### src/rtl/harvest_seq_pkg.sv
// harvest_seq_pkg
//   Shared definitions for the harvest sequencer: default parameter widths
//   and the FSM state encoding (IDLE, WAIT_TRIG, START, REPORT, GAP).
//   Build option: HARVEST_SEQ_TIMEOUT_EN (see harvest_sequencer.sv).
package harvest_seq_pkg;

  localparam int HS_CNT_BITS     = 8;
  localparam int HS_GAP_BITS     = 16;
  localparam int HS_TIMEOUT_BITS = 20;

  typedef logic [2:0] hs_state_t;

  localparam logic [2:0] ST_IDLE      = 3'd0;
  localparam logic [2:0] ST_WAIT_TRIG = 3'd1;
  localparam logic [2:0] ST_START     = 3'd2;
  localparam logic [2:0] ST_REPORT    = 3'd3;
  localparam logic [2:0] ST_GAP       = 3'd4;

endpackage

### src/rtl/seq_down_counter.sv
// seq_down_counter
//   Loadable down-counter used for the inter-harvest gap and, when built
//   with HARVEST_SEQ_TIMEOUT_EN, for the watchdog.
// Ports:
//   clk      clock
//   rst      synchronous active-high reset (count -> 0)
//   load     load load_val (has priority over en)
//   load_val value to load
//   en       decrement by one per cycle; holds at zero
//   is_zero  count == 0
//   is_one   count == 1 (last cycle of a loaded interval)
module seq_down_counter #(
  parameter int W = 16
) (
  input  logic         clk,
  input  logic         rst,
  input  logic         load,
  input  logic [W-1:0] load_val,
  input  logic         en,
  output logic         is_zero,
  output logic         is_one
);

  logic [W-1:0] count;

  always_ff @(posedge clk) begin
    if (rst) begin
      count <= '0;
    end else if (load) begin
      count <= load_val;
    end else if (en && (count != '0)) begin
      count <= count - 1'b1;
    end
  end

  assign is_zero = (count == '0);
  assign is_one  = (count == W'(1));

endmodule

### src/rtl/harvest_sequencer.sv
// harvest_sequencer
//   Control-side sequencer for the quad stream grabber. Issues
//   start_harvest, follows the grabber's reporting handshake and repeats
//   harvests num_harvests times (0 = until abort) with gap_cycles idle
//   cycles between the end of one report and the next start. Optionally
//   waits for a trig_in rising edge before each harvest.
//   Build option: define HARVEST_SEQ_TIMEOUT_EN to add a watchdog over
//   START/REPORT that ends the sequence with timeout_err after
//   2**TIMEOUT_BITS-1 cycles; undefined, timeout_err is tied low.
// Ports:
//   clk_sys, srst_sys   clock, synchronous active-high reset
//   arm                 start pulse, accepted only when idle
//   abort               return to idle, highest priority
//   num_harvests        harvests per sequence (0 = run forever)
//   gap_cycles          idle cycles between report end and next start
//   trig_en, trig_in    per-harvest trigger enable / trigger input
//   reporting           grabber reporting flag
//   start_harvest       request to the grabber
//   busy                sequencer not idle
//   done                one-cycle pulse at sequence end (normal or timeout)
//   timeout_err         sticky watchdog flag, cleared by an accepted arm
//   harvest_cnt         completed harvests in the current sequence (wraps)
module harvest_sequencer
  import harvest_seq_pkg::*;
#(
  parameter int CNT_BITS     = HS_CNT_BITS,
  parameter int GAP_BITS     = HS_GAP_BITS,
  parameter int TIMEOUT_BITS = HS_TIMEOUT_BITS
) (
  input  logic                clk_sys,
  input  logic                srst_sys,
  input  logic                arm,
  input  logic                abort,
  input  logic [CNT_BITS-1:0] num_harvests,
  input  logic [GAP_BITS-1:0] gap_cycles,
  input  logic                trig_en,
  input  logic                trig_in,
  input  logic                reporting,
  output logic                start_harvest,
  output logic                busy,
  output logic                done,
  output logic                timeout_err,
  output logic [CNT_BITS-1:0] harvest_cnt
);

  hs_state_t           state;
  hs_state_t           state_next;
  hs_state_t           resume_state;
  logic                trig_d;
  logic                trig_edge;
  logic                gap_load;
  logic                gap_en;
  logic                gap_zero;
  logic                gap_one;
  logic                wd_fire;
  logic                accept_arm;
  logic                inc_cnt;
  logic                seq_end;
  logic                wd_expire;
  logic [CNT_BITS-1:0] cnt_plus1;

  assign trig_edge    = trig_in & ~trig_d;
  assign cnt_plus1    = harvest_cnt + 1'b1;
  // Where a harvest begins: behind the trigger when enabled, else at once.
  assign resume_state = trig_en ? ST_WAIT_TRIG : ST_START;

  // Gap counter: loaded on the REPORT->GAP edge, so the first GAP cycle
  // sees gap_cycles and the last sees 1.
  assign gap_load = (state == ST_REPORT) && (state_next == ST_GAP);
  assign gap_en   = (state == ST_GAP);

  seq_down_counter #(
    .W (GAP_BITS)
  ) u_gap_cnt (
    .clk      (clk_sys),
    .rst      (srst_sys),
    .load     (gap_load),
    .load_val (gap_cycles),
    .en       (gap_en),
    .is_zero  (gap_zero),
    .is_one   (gap_one)
  );

`ifdef HARVEST_SEQ_TIMEOUT_EN
  logic wd_load;
  logic wd_en;
  logic wd_zero;
  logic wd_one;

  // Restarted on every entry to START or REPORT; loaded with the limit so
  // reaching 1 marks the cycle in which the limit is reached.
  assign wd_en   = (state == ST_START) || (state == ST_REPORT);
  assign wd_load = ((state_next == ST_START)  && (state != ST_START)) ||
                   ((state_next == ST_REPORT) && (state != ST_REPORT));

  seq_down_counter #(
    .W (TIMEOUT_BITS)
  ) u_wd_cnt (
    .clk      (clk_sys),
    .rst      (srst_sys),
    .load     (wd_load),
    .load_val ({TIMEOUT_BITS{1'b1}}),
    .en       (wd_en),
    .is_zero  (wd_zero),
    .is_one   (wd_one)
  );

  assign wd_fire = wd_en && (wd_one || wd_zero);

  always_ff @(posedge clk_sys) begin
    if (srst_sys) begin
      timeout_err <= 1'b0;
    end else if (accept_arm) begin
      timeout_err <= 1'b0;
    end else if (wd_expire) begin
      timeout_err <= 1'b1;
    end
  end
`else
  // No watchdog in this build; TIMEOUT_BITS sizes nothing and the term is 0.
  assign wd_fire     = (TIMEOUT_BITS < 0);
  assign timeout_err = 1'b0;
`endif

  // Next-state decode; abort overrides every transition.
  always_comb begin
    state_next = state;
    accept_arm = 1'b0;
    inc_cnt    = 1'b0;
    seq_end    = 1'b0;
    wd_expire  = 1'b0;
    if (abort) begin
      state_next = ST_IDLE;
    end else begin
      case (state)
        ST_IDLE: begin
          if (arm) begin
            accept_arm = 1'b1;
            state_next = resume_state;
          end
        end
        ST_WAIT_TRIG: begin
          if (trig_edge) begin
            state_next = ST_START;
          end
        end
        ST_START: begin
          if (wd_fire) begin
            wd_expire  = 1'b1;
            state_next = ST_IDLE;
          end else if (reporting) begin
            state_next = ST_REPORT;
          end
        end
        ST_REPORT: begin
          if (wd_fire) begin
            wd_expire  = 1'b1;
            state_next = ST_IDLE;
          end else if (!reporting) begin
            inc_cnt = 1'b1;
            if ((num_harvests != '0) && (cnt_plus1 == num_harvests)) begin
              seq_end    = 1'b1;
              state_next = ST_IDLE;
            end else if (gap_cycles == '0) begin
              state_next = resume_state;
            end else begin
              state_next = ST_GAP;
            end
          end
        end
        ST_GAP: begin
          if (gap_one || gap_zero) begin
            state_next = resume_state;
          end
        end
        default: state_next = ST_IDLE;
      endcase
    end
  end

  // Registered state and outputs; outputs are decoded from the next state.
  always_ff @(posedge clk_sys) begin
    if (srst_sys) begin
      state         <= ST_IDLE;
      trig_d        <= 1'b0;
      start_harvest <= 1'b0;
      busy          <= 1'b0;
      done          <= 1'b0;
      harvest_cnt   <= '0;
    end else begin
      state         <= state_next;
      trig_d        <= trig_in;
      start_harvest <= (state_next == ST_START);
      busy          <= (state_next != ST_IDLE);
      done          <= seq_end | wd_expire;
      if (accept_arm) begin
        harvest_cnt <= '0;
      end else if (inc_cnt) begin
        harvest_cnt <= cnt_plus1;
      end
    end
  end

endmodule

### config.mk
export PLATFORM = sky130hd
export DESIGN_NAME = harvest_sequencer
export DESIGN_NICKNAME = d
export VERILOG_FILES = /design/src/rtl/harvest_seq_pkg.sv /design/src/rtl/seq_down_counter.sv /design/src/rtl/harvest_sequencer.sv
export SDC_FILE = /design/constraint.sdc
export NUM_CORES = 1
export LEC_CHECK = 0
export CAP_MARGIN = 20
export CORE_MARGIN = 2
export CORE_UTILIZATION = 54
export DETAILED_ROUTE_END_ITERATION = 16
export DONT_BUFFER_PORTS = 1
export GPL_TIMING_DRIVEN = 0
export PLACE_DENSITY = 0.69
export SETUP_SLACK_MARGIN = 0.02
export SLEW_MARGIN = 20
export SYNTH_ARGS = -nofsm -noshare
export SYNTH_HDL_FRONTEND = slang
export SYNTH_SLANG_ARGS = --single-unit
### constraint.sdc
create_clock -name clk_sys -period 2.9 [get_ports clk_sys]
set_clock_uncertainty 0.15 [all_clocks]
set_input_delay 0.87 -clock clk_sys [delete_from_list [all_inputs] [get_ports clk_sys]]
set_output_delay 0.87 -clock clk_sys [all_outputs]
set_load 0.01 [all_outputs]
==> flow_summary.yaml, run 1 <==
outcome:
  status: "finished clean"
drt:
  firstDrtPassIters: 4
  drc_errors: 0
  finalWirelength_um: 5090
  via_per_inst: 6.04
  vias: 1909
  final_antenna_net_count: 0
  drt_iter0_markers: 115
  wire_per_inst_um: 16.1
clock_network:
  clock_latency_ns: 0.28
  clk_path_buf_depth: 2
  clk_pin_slew_ns: 0.07
  cts_sinks: 31
  cts_tree: "done"
  clock-root-buffer: "clkbuf_8"
  h-tree-depth: 2
  cts_buffers: 5
  hold_buffers: 0
grt:
  grt_use_total: 0.234
  grt.overflow.total: 0
  grt_pass1_wl_um: 7970
  grt_max_degree: 11
  grt_pass1_vias: 1685
  antenna_found_initial: 0
logic_synthesis:
  synth_top_family_by_area: "simple AND/OR/NAND/NOR gates"
  synthSimpleGateAreaFrac: 0.349
  synth_nets: 292
  muxShareOfSynthArea: 0
  synth_warnings: 0
  yosysTopAreaCellShare: 0.286
  synth.distinct_cells: 63
  synth-seq-cells: 31
  synth_top_area_cell: "dfxtp_1"
  synth.yosys.seq_area_share: 0.286
  synth-xor-area-share: 0.0970
  ys_top_cells_by_area: "dfxtp_1 29%, nor3_1 7.2%, xor2_1 5.7%, a21oi_1 5.1%, xnor2_1 4.0%"
  synth_fa_ha_area_frac: 0.0173
  ys.flop_type: "dfxtp_1"
  synth_edf_count: 0
  synth.avg_cell_area_um2: 8.40
  syn_area_um2: 2170
  async_flop_share: 0
  synth_compound_area_frac: 0.203
  postSynthCellCount: 258
setup_path:
  r2r_setup_slack_ns: 0.25
  worstRegToRegCells: 8
  critPathKind: "primary input to register"
  timing.rr.start: "harvest_cnt[1]"
  arrival_ns: 2.74
  critPathMaxFanout: 10
  startpoint_type: "primary input"
  required_ns: 2.95
  end_kind: "register"
  reg2reg_to: "u_gap_cnt.count[5]"
floorplanning:
  core_area_um2: 3940
  ioPinCount: 43
  die_width_um: 67.4
  fp.dieArea_um2: 4540
  rows: 23
  start_util: 0.550
  fp.dieH_um: 67.4
sta:
  finalHoldViolations: 0
  timing.final.crit_share: 0.926
  final-setup-viol-count: 0
  slew_violations: 0
  grt_setup_unrepaired: "false"
  period_minus_slack_ns: 2.69
  holdWs_ns: 0.407
  worstMarginPinSlew_ns: 0.648
  maxClockFrequency_ghz: 0.372
  relSlewSlack: 0.567
power:
  p_sw_uw: 194
  ir_drop_mv: 0.220
  power_frac_seq: 0.531
  pwr-share-comb: 0.070
  p_sw_frac: 0.238
  p_leak_nw: 0.797
  p_int_uw: 623
  p_per_area_nw_per_um2: 349
  power_frac_clock: 0.400
placed_design:
  io_buffers: 0
  place.gp.congestion: 0.845
  dp_hpwl_um: 3760
  dpl-instance-area_um2: 2230
layout:
  postLayoutCellArea_um2: 2340
  syn2layout_area_growth_pct: 7.85
  nFillCells: 386
  fin_nets: 299
  multi_input_area_um2: 1470
  drive_above_1_share: 0.158
  register_area_um2: 622
  n_antenna_cell: 0
worst_hold_path:
  hold_path.class: "register to register"
  min_path_cells: 2
  worst_hold_startpoint: "harvest_cnt[1]"
  holdPathEnd: "harvest_cnt[1]"
job:
  cap_violations: 0
## critical path, stage by stage
cell,delay (ns)
nor4_1,0.43
and4_1,0.48
nand2b_1,0.33
clkbuf_1,0.34
nor3_1,0.11
nor3_1,0.17
## layer usage
metal  share of wire  GRT usage  vias to the layer above
met5               0          0                        -
met4           0.011     0.0663                        0
met3           0.050     0.0583                        6
met2            0.45      0.370                       46
met1            0.49      0.315                      878
li1                -          -                      979
## kinds of logic (layout without fill, tap and decap cells)
group | Yosys count | after routing
fa+ha+maj | 3 | 3
flops | 31 | 31
buf+inv | 18 | 26
other cells | 1 | 1
simple gates | 124 | 124
xor+xnor | 24 | 24
compound gates | 57 | 57
## registers in the layout, summed over array words and instances, names as in the netlist
signal           cells
u_gap_cnt.count     16
harvest_cnt          8
state                3
busy                 1
done                 1
start_harvest        1
trig_d               1
## power groups by stage
| stage | clock [mW] | combinational, mW | sequential (mW) |
|---|---|---|---|
| 2_1_floorplan | 0 | 0.0460 | 0.442 |
| 3_3_place_gp | 0 | 0.0545 | 0.443 |
| 3_5_place_dp | 0 | 0.0549 | 0.443 |
| 4_1_cts | 0.334 | 0.0551 | 0.433 |
| 5_1_grt | 0.355 | 0.0622 | 0.434 |
| 6_report | 0.326 | 0.0571 | 0.433 |
## layout make-up
type                            instances  share of cell area
Buffer                                 12              0.0327
Clock buffer                            7              0.0327
Clock inverter                          1             0.00214
Tap cell                               50              0.0268
Sequential cell                        31               0.266
Multi-Input combinational cell        209               0.630
Inverter                                6             0.00964
## worst max-delay path by stage
stage                    startpoint                  to  slack, ns  cells after the start
finish               gap_cycles[11]  u_gap_cnt.count[7]       0.21                      6
global route         harvest_cnt[1]       start_harvest       0.07                      7
CTS                  harvest_cnt[0]  u_gap_cnt.count[5]       0.07                      8
detailed placement   gap_cycles[11]  u_gap_cnt.count[7]      -0.03                      6
global placement     gap_cycles[11]  u_gap_cnt.count[7]      -0.03                      6
floorplan           num_harvests[4]                busy       0.35                      6
## layout by cell type (no fill, tap or decap), types with 3 or more instances in the layout
cell type / count
clkbuf_1: 5
a21oi_1: 22
clkbuf_8: 6
nand3_1: 5
nand3b_1: 3
nand2_1: 19
a211oi_1: 4
dfxtp_1: 30
nor3_1: 31
xor2_1: 14
nor2_1: 16
nand2b_1: 4
inv_1: 6
or3_1: 8
buf_4: 3
nor3b_1: 3
a31oi_1: 3
buf_2: 4
o21ai_0: 6
xnor2_1: 10
ha_1: 3
nor4_1: 9
## synthesized netlist by cell type (2+ instances only)
master	number
nor4_1	9
nor3b_1	3
a21oi_1	22
xor2_1	14
nand3_1	5
a221oi_1	2
or3_2	2
nand2_1	19
nand4_1	2
nor2b_1	2
ha_1	3
nor3_1	31
nand3b_1	3
o21ai_0	6
xnor2_1	10
nor4_2	2
a31oi_1	3
clkbuf_1	3
dfxtp_1	31
a211o_1	2
nand3_2	2
or4_4	2
nand2b_1	4
nor2_1	16
or3_1	8
buf_4	3
a211oi_1	4
inv_1	6
nor4b_1	2
buf_2	4
## repair_timing
action / 4_1_cts / 5_1_grt
gates resized for setup: 0 / 5
buffers inserted: 0 / 0
endpoints found under the hold margin: 0 / 0
endpoints found under the setup margin: 0 / 14
## metrics by stage
stage	setup WS (ns)	TNS [ns]	power [mW]	instances	utilization
after CTS	0.0741	0	0.822	316	0.586
after global routing	0.0726	0	0.851	316	0.593
after global placement	-0.0277	-0.0977	0.497	308	0.566
final	0.214	0	0.817	316	0.593
after detailed placement	-0.0285	-0.118	0.498	308	0.566
after floorplan	0.349	0	0.488	258	-
No activity file was read; power rests on OpenSTA's default activity.
==> run 2, diff against run 1 <==
Settings changed: CTS_BUF_LIST from default to sky130_fd_sc_hd__clkbuf_4 sky130_fd_sc_hd__clkbuf_8 sky130_fd_sc_hd__clkbuf_16, PLACE_DENSITY 0.69 to 0.72.
Clock period 2.9 ns to 2.4 ns, I/O delays scaled along.
==> run 2 against run 1 <==
Count of clock-buffer cells in the layout is the same. Via count grew 2.5%. Global-route usage grew 1.1 points. Cell area grew 7.9%. Critical endpoint is now busy. First-iteration DRC count grew 18%. Sequential share of layout area shrank 1.6 points. Register-to-register slack lost 0.20 ns. Clock power grew 27%. Largest cell class unchanged. Sequential cell count is the same. Critical path depth grew 2. Sequential power grew 21%. Final cell count grew 2.2%.
==> flow_summary.yaml, run 2 (synthesis gave the netlist of run 1 again) <==
drt:
  dr_wl_met2_um: 2550
  vias: 1957
  wl_met1_um: 2210
  top_layer: "met4"
  firstDrtPassIters: 4
  drc_errors: 0
  wire_per_inst_um: 16.0
  via_per_inst: 6.06
  finalWirelength_um: 5170
  drt_iter0_markers: 136
  wl_met3_um: 322
  final_antenna_net_count: 0
placed_design:
  dp.cells: 308
  dpl_worst_slack_ns: -0.350
  dp_hpwl_um: 3720
  io_buffers: 0
  place.gp.congestion: 0.827
worst_hold_path:
  holdPathEnd: "harvest_cnt[1]"
  min_path_cells: 2
  hold_path.class: "register to register"
  worst_hold_startpoint: "harvest_cnt[1]"
floorplanning:
  core_area_um2: 3940
  fp.dieArea_um2: 4540
  rows: 23
  ioPinCount: 43
  fp.dieH_um: 67.4
  start_util: 0.550
  die_width_um: 67.4
setup_path:
  timing.rr.start: "harvest_cnt[0]"
  worstRegToRegCells: 8
  crit_chain: "ha_4, nand3_4, or3_4, a32oi_4, buf_4, a21oi_1, a2111oi_4, a41oi_2"
  end_kind: "register"
  required_ns: 2.40
  worst_path_max_delay_cell: "dfxtp_4"
  critPathKind: "register to register"
  startpoint_type: "register"
  critPathMaxFanout: 7
  reg2reg_to: "busy"
  r2r_setup_slack_ns: 0.05
  max_stage_delay_ns: 0.41
  arrival_ns: 2.34
power:
  p_per_area_nw_per_um2: 401
  p_leak_nw: 0.863
  total_power_mw: 1.01
  ir_drop_mv: 0.320
layout:
  drive_above_1_share: 0.253
  final_common_cell: "nor3_1"
  multi_input_area_um2: 1550
  largest_register: "u_gap_cnt.count"
  reg_top3: "u_gap_cnt.count (16), harvest_cnt (8), state (3)"
  nFillCells: 352
  fin_nets: 306
  n_antenna_cell: 0
  final_cell_mix: "30 x nor3_1, 24 x dfxtp_1, 22 x a21oi_1"
  syn2layout_area_growth_pct: 16.4
  final-instance-count-excl-fill: 323
  register_area_um2: 632
  largest_reg_flops: 16
clock_network:
  clock-root-buffer: "clkbuf_8"
  cts_buffers: 5
  hold_buffers: 0
  clock_latency_ns: 0.28
  clk_path_buf_depth: 2
  clk_pin_slew_ns: 0.06
  cts_tree: "done"
  cts_sinks: 31
  h-tree-depth: 2
sta:
  grt_setup_unrepaired: "true"
  relSlewSlack: 0.601
  maxClockFrequency_ghz: 0.426
  finalHoldViolations: 0
  period_minus_slack_ns: 2.35
  setup_slack_ns: 0.0543
  slew_violations: 0
  worstMarginPinSlew_ns: 0.597
  timing.final.crit_share: 0.977
  final-setup-viol-count: 0
job:
  cap_violations: 0
grt:
  grt_use_total: 0.244
  grt.overflow.total: 0
  antenna_found_initial: 0
  grt_pass1_vias: 1859
  grt_max_degree: 11
  grt_pass1_wl_um: 8420
outcome:
  status: "finished clean"
-- run 2: changes by cell type in the layout (fill, tap and decap cells not counted), sizes merged --
cell,delta
buf,+8
clkbuf,-1
-- run 2: worst max-delay path: cells and delay by family, from the launching register on --
family	cells	cell delay, ns
flip-flops	1	0.41
AO/OA/AOI/OAI	4	0.80
adder cells (fa/ha/maj)	1	0.18
buffers and inverters	1	0.16
AND/OR/NAND/NOR	2	0.49
-- run 2: how the worst max path moves through the flow --
stage / startpoint / slack, ns / end
floorplan: num_harvests[4] / 0.02 / u_gap_cnt.count[2]
global placement: harvest_cnt[0] / -0.32 / u_gap_cnt.count[0]
detailed placement: harvest_cnt[0] / -0.35 / u_gap_cnt.count[8]
CTS: harvest_cnt[0] / 0.02 / u_gap_cnt.count[9]
global route: harvest_cnt[0] / -0.04 / busy
finish: harvest_cnt[0] / 0.05 / busy
-- run 2: repair_timing --
action,CTS,global route
setup buffers,3,4
pin swaps,3,7
setup endpoints to repair,22,22
gates resized for setup,15,25
cloned,0,0
-- run 2: cell type report --
class / count / area share
multi-input combinational: 209 / 0.616
sequential: 31 / 0.250
buffer: 12 / 0.0412
clock buffer: 7 / 0.0332
tap: 50 / 0.0248
timing repair buffer: 7 / 0.0238
inverter: 6 / 0.00893
clock inverter: 1 / 0.00198
-- run 2: metal layers --
layer  global-route usage  up-vias
met5                    0        -
met2                0.426       56
met3               0.0700        8
met1                0.289      905
met4               0.0765        0
li1                     -      988
-- run 2: power breakdown --
group	switching (mW)	total, mW	internal [mW]
clock network	0.188	0.413	0.226
registers	0.00487	0.523	0.518
logic	0.0404	0.0751	0.0347
total	0.233	1.01	0.778
-- run 2: through the flow --
step                 util  TNS (ns)  hold WS (ns)  cell area [µm²]
finish              0.640         0         0.380             2520
global route        0.640    -0.124         0.394             2520
CTS                 0.610         0         0.381             2410
detailed placement  0.566     -5.52         0.407             2230
global placement    0.566     -4.79         0.402             2230
floorplan               -         0         0.371             2170
==> run 3, diff against run 2 <==
Settings changed: ABC_AREA from default to 1, CORE_MARGIN 2 to default, CORE_UTILIZATION 54 to 43, PLACE_DENSITY 0.72 to default.
==> run 3 against run 2 <==
Count of clock-buffer cells in the layout rose by 1. Fmax rose by 4.3%. Die area rose by 28%. Synthesized cell count rose by 46%.
==> flow_summary.yaml, run 3 <==
outcome:
  status: "finished clean"
drt:
  via_per_inst: 5.15
  firstDrtPassIters: 4
  drt_iter0_markers: 151
  final_antenna_net_count: 0
  wire_per_inst_um: 13.5
  drc_errors: 0
  finalWirelength_um: 6210
  vias: 2362
logic_synthesis:
  async_flop_share: 0
  synth_top_area_cell: "dfxtp_1"
  postSynthCellCount: 376
  syn_area_um2: 2370
  synth.yosys.seq_area_share: 0.262
  synth_nets: 410
  synth-seq-cells: 31
  synth_commonest_cells: "90 x nand2_1, 53 x inv_1, 42 x nor2_1, 31 x dfxtp_1, 29 x nand3_1"
  synth.distinct_cells: 38
  synth_warnings: 0
  synth.avg_cell_area_um2: 6.30
  ys_top_cells_by_area: "dfxtp_1 26%, nand2_1 14%, inv_1 8.4%, nor2_1 6.7%, nand3_1 6.1%"
  yosysTopAreaCellShare: 0.262
  synth_edf_count: 0
  synth.most_common_cell: "nand2_1"
  ys.flop_type: "dfxtp_1"
worst_hold_path:
  hold_path.class: "register to register"
sta:
  timing.final.crit_share: 0.937
  finalHoldViolations: 0
  maxClockFrequency_ghz: 0.445
  period_minus_slack_ns: 2.25
  finalSetupTns_ns: 0
  slew_violations: 0
  final-setup-viol-count: 0
  relSlewSlack: 0.510
  grt_setup_unrepaired: "true"
  worstMarginPinSlew_ns: 0.734
clock_network:
  clock-root-buffer: "clkbuf_8"
  cts_sinks: 31
  clk_path_buf_depth: 2
  clk_pin_slew_ns: 0.07
  cts_buffers: 5
  clock_latency_ns: 0.28
  hold_buffers: 0
  cts_tree: "done"
  h-tree-depth: 2
setup_path:
  crit_top_cell: "nand2_1"
  worst_path_max_delay_cell: "dfxtp_1"
  critPathBufInv: 2
  arrival_ns: 2.31
  critPathMaxFanout: 6
  r2r_setup_slack_ns: 0.15
  startpoint_type: "register"
  max_stage_delay_ns: 0.49
  critPathKind: "register to register"
  crit_chain: "nand2_2, o21ai_1, nand2_1, nand2_1, nand2_1, nor2_1, nand3_2, nand2_2, nand2_4, nand3_4, buf_6, clkbuf_16, nand3_2, a21oi_2"
  end_kind: "register"
  crit_family: "simple AND/OR/NAND/NOR gates"
  required_ns: 2.46
layout:
  n_antenna_cell: 0
  syn2layout_area_growth_pct: 12.9
  final_common_cell: "nand2_1"
  reg_top3: "u_gap_cnt.count (16), harvest_cnt (8), state (3)"
  final_cell_mix: "88 x nand2_1, 52 x inv_1, 39 x nor2_1"
  largest_reg_flops: 16
  register_area_um2: 629
  multi_input_area_um2: 1510
  nFillCells: 550
  largest_register: "u_gap_cnt.count"
  drive_above_1_share: 0.175
  fin_nets: 422
  final_util: 0.514
floorplanning:
  fp.dieH_um: 76.2
  fp.dieArea_um2: 5810
  core_area_um2: 5200
  ioPinCount: 43
  die_width_um: 76.2
  start_util: 0.455
  rows: 26
power:
  p_leak_nw: 1.17
  p_per_area_nw_per_um2: 403
  ir_drop_mv: 0.335
grt:
  grtUsageMet3: 0.0515
  grtUsageMet2: 0.334
  grt_use_total: 0.212
  grt.overflow.total: 0
  grt-busiest-layer: "met2"
  grt_pass1_vias: 2148
  grt_pass1_wl_um: 9850
  use_met1: 0.290
  grt_max_degree: 11
  antenna_found_initial: 0
placed_design:
  io_buffers: 0
  dp_hpwl_um: 4530
  place.gp.congestion: 0.805
job:
  cap_violations: 0
==> run 3: changes by cell type in the layout (fill, tap and decap cells not counted), moves of 9 or more <==
cell     delta
a21oi_2     +9
inv_1      +46
nand2_1    +69
nand3_1    +24
nand3_2    +10
nand4_1    +16
nor2_1     +24
nor3_1     -22
==> run 3: cell type report <==
class / instances / area share
Timing Repair Buffer: 5 / 0.0196
Buffer: 14 / 0.0355
Multi-Input combinational cell: 277 / 0.562
Tap cell: 70 / 0.0327
Clock buffer: 8 / 0.0388
Inverter: 54 / 0.0757
Sequential cell: 31 / 0.235
==> run 3: where the power goes <==
group | leakage [nW] | internal [mW] | switching (mW)
Clock | 0.0549 | 0.273 | 0.204
Combinational | 0.866 | 0.0253 | 0.0524
Sequential | 0.253 | 0.519 | 0.00497
==> run 3: worst paths after layout <==
kind,to,cells past startpoint,start
max reg2reg,u_gap_cnt.count[6],14,harvest_cnt[2]
max,u_gap_cnt.count[6],14,harvest_cnt[2]
min,u_gap_cnt.count[5],2,u_gap_cnt.count[5]
min reg2reg,u_gap_cnt.count[5],2,u_gap_cnt.count[5]
==> run 3: repair_timing <==
item                                    4_1_cts  5_1_grt
resized for setup                             8       14
cloned                                        0        2
endpoints found under the setup margin       18       19
pin swaps                                     2       19
setup buffers                                 1        2
==> run 3: per-stage QoR <==
stage	setup slack, ns	power [mW]	cell area [µm²]	std cells	hold WS (ns)
6_report	0.151	1.08	2680	459	0.343
3_5_place_dp	-0.244	0.611	2460	446	0.338
3_3_place_gp	-0.188	0.611	2460	446	0.336
4_1_cts	0.0414	1.09	2590	455	0.348
2_1_floorplan	0.150	0.594	2370	376	0.315
5_1_grt	-0.0142	1.13	2680	459	0.370
==> run 3: cells by family (layout without fill, tap and decap cells) <==
logic type / Yosys count / in the layout / synth area share
and+or+nand+nor: 215 / 215 / 0.435
buffers and inverters: 68 / 81 / 0.121
AOI/OAI and AO/OA: 47 / 47 / 0.124
DFF: 31 / 31 / 0.262
xor gates and xnor gates: 11 / 11 / 0.0407
adders and majority gates: 3 / 3 / 0.0158
other: 1 / 1 / 0.00158
==> run 3: worst register-to-register path: cells and delay by family (launching register included) <==
family                 cells  cell delay (ns)
AOI/OAI and AO/OA          2             0.29
buffers and inverters      2             0.29
DFF                        1             0.49
and+or+nand+nor           10             0.94
==> run 3: metal layers <==
layer / vias to the layer above / share of wire
met5: - / 0
met4: 0 / 0.0055
met3: 5 / 0.070
met2: 61 / 0.43
met1: 1050 / 0.50
li1: 1246 / -
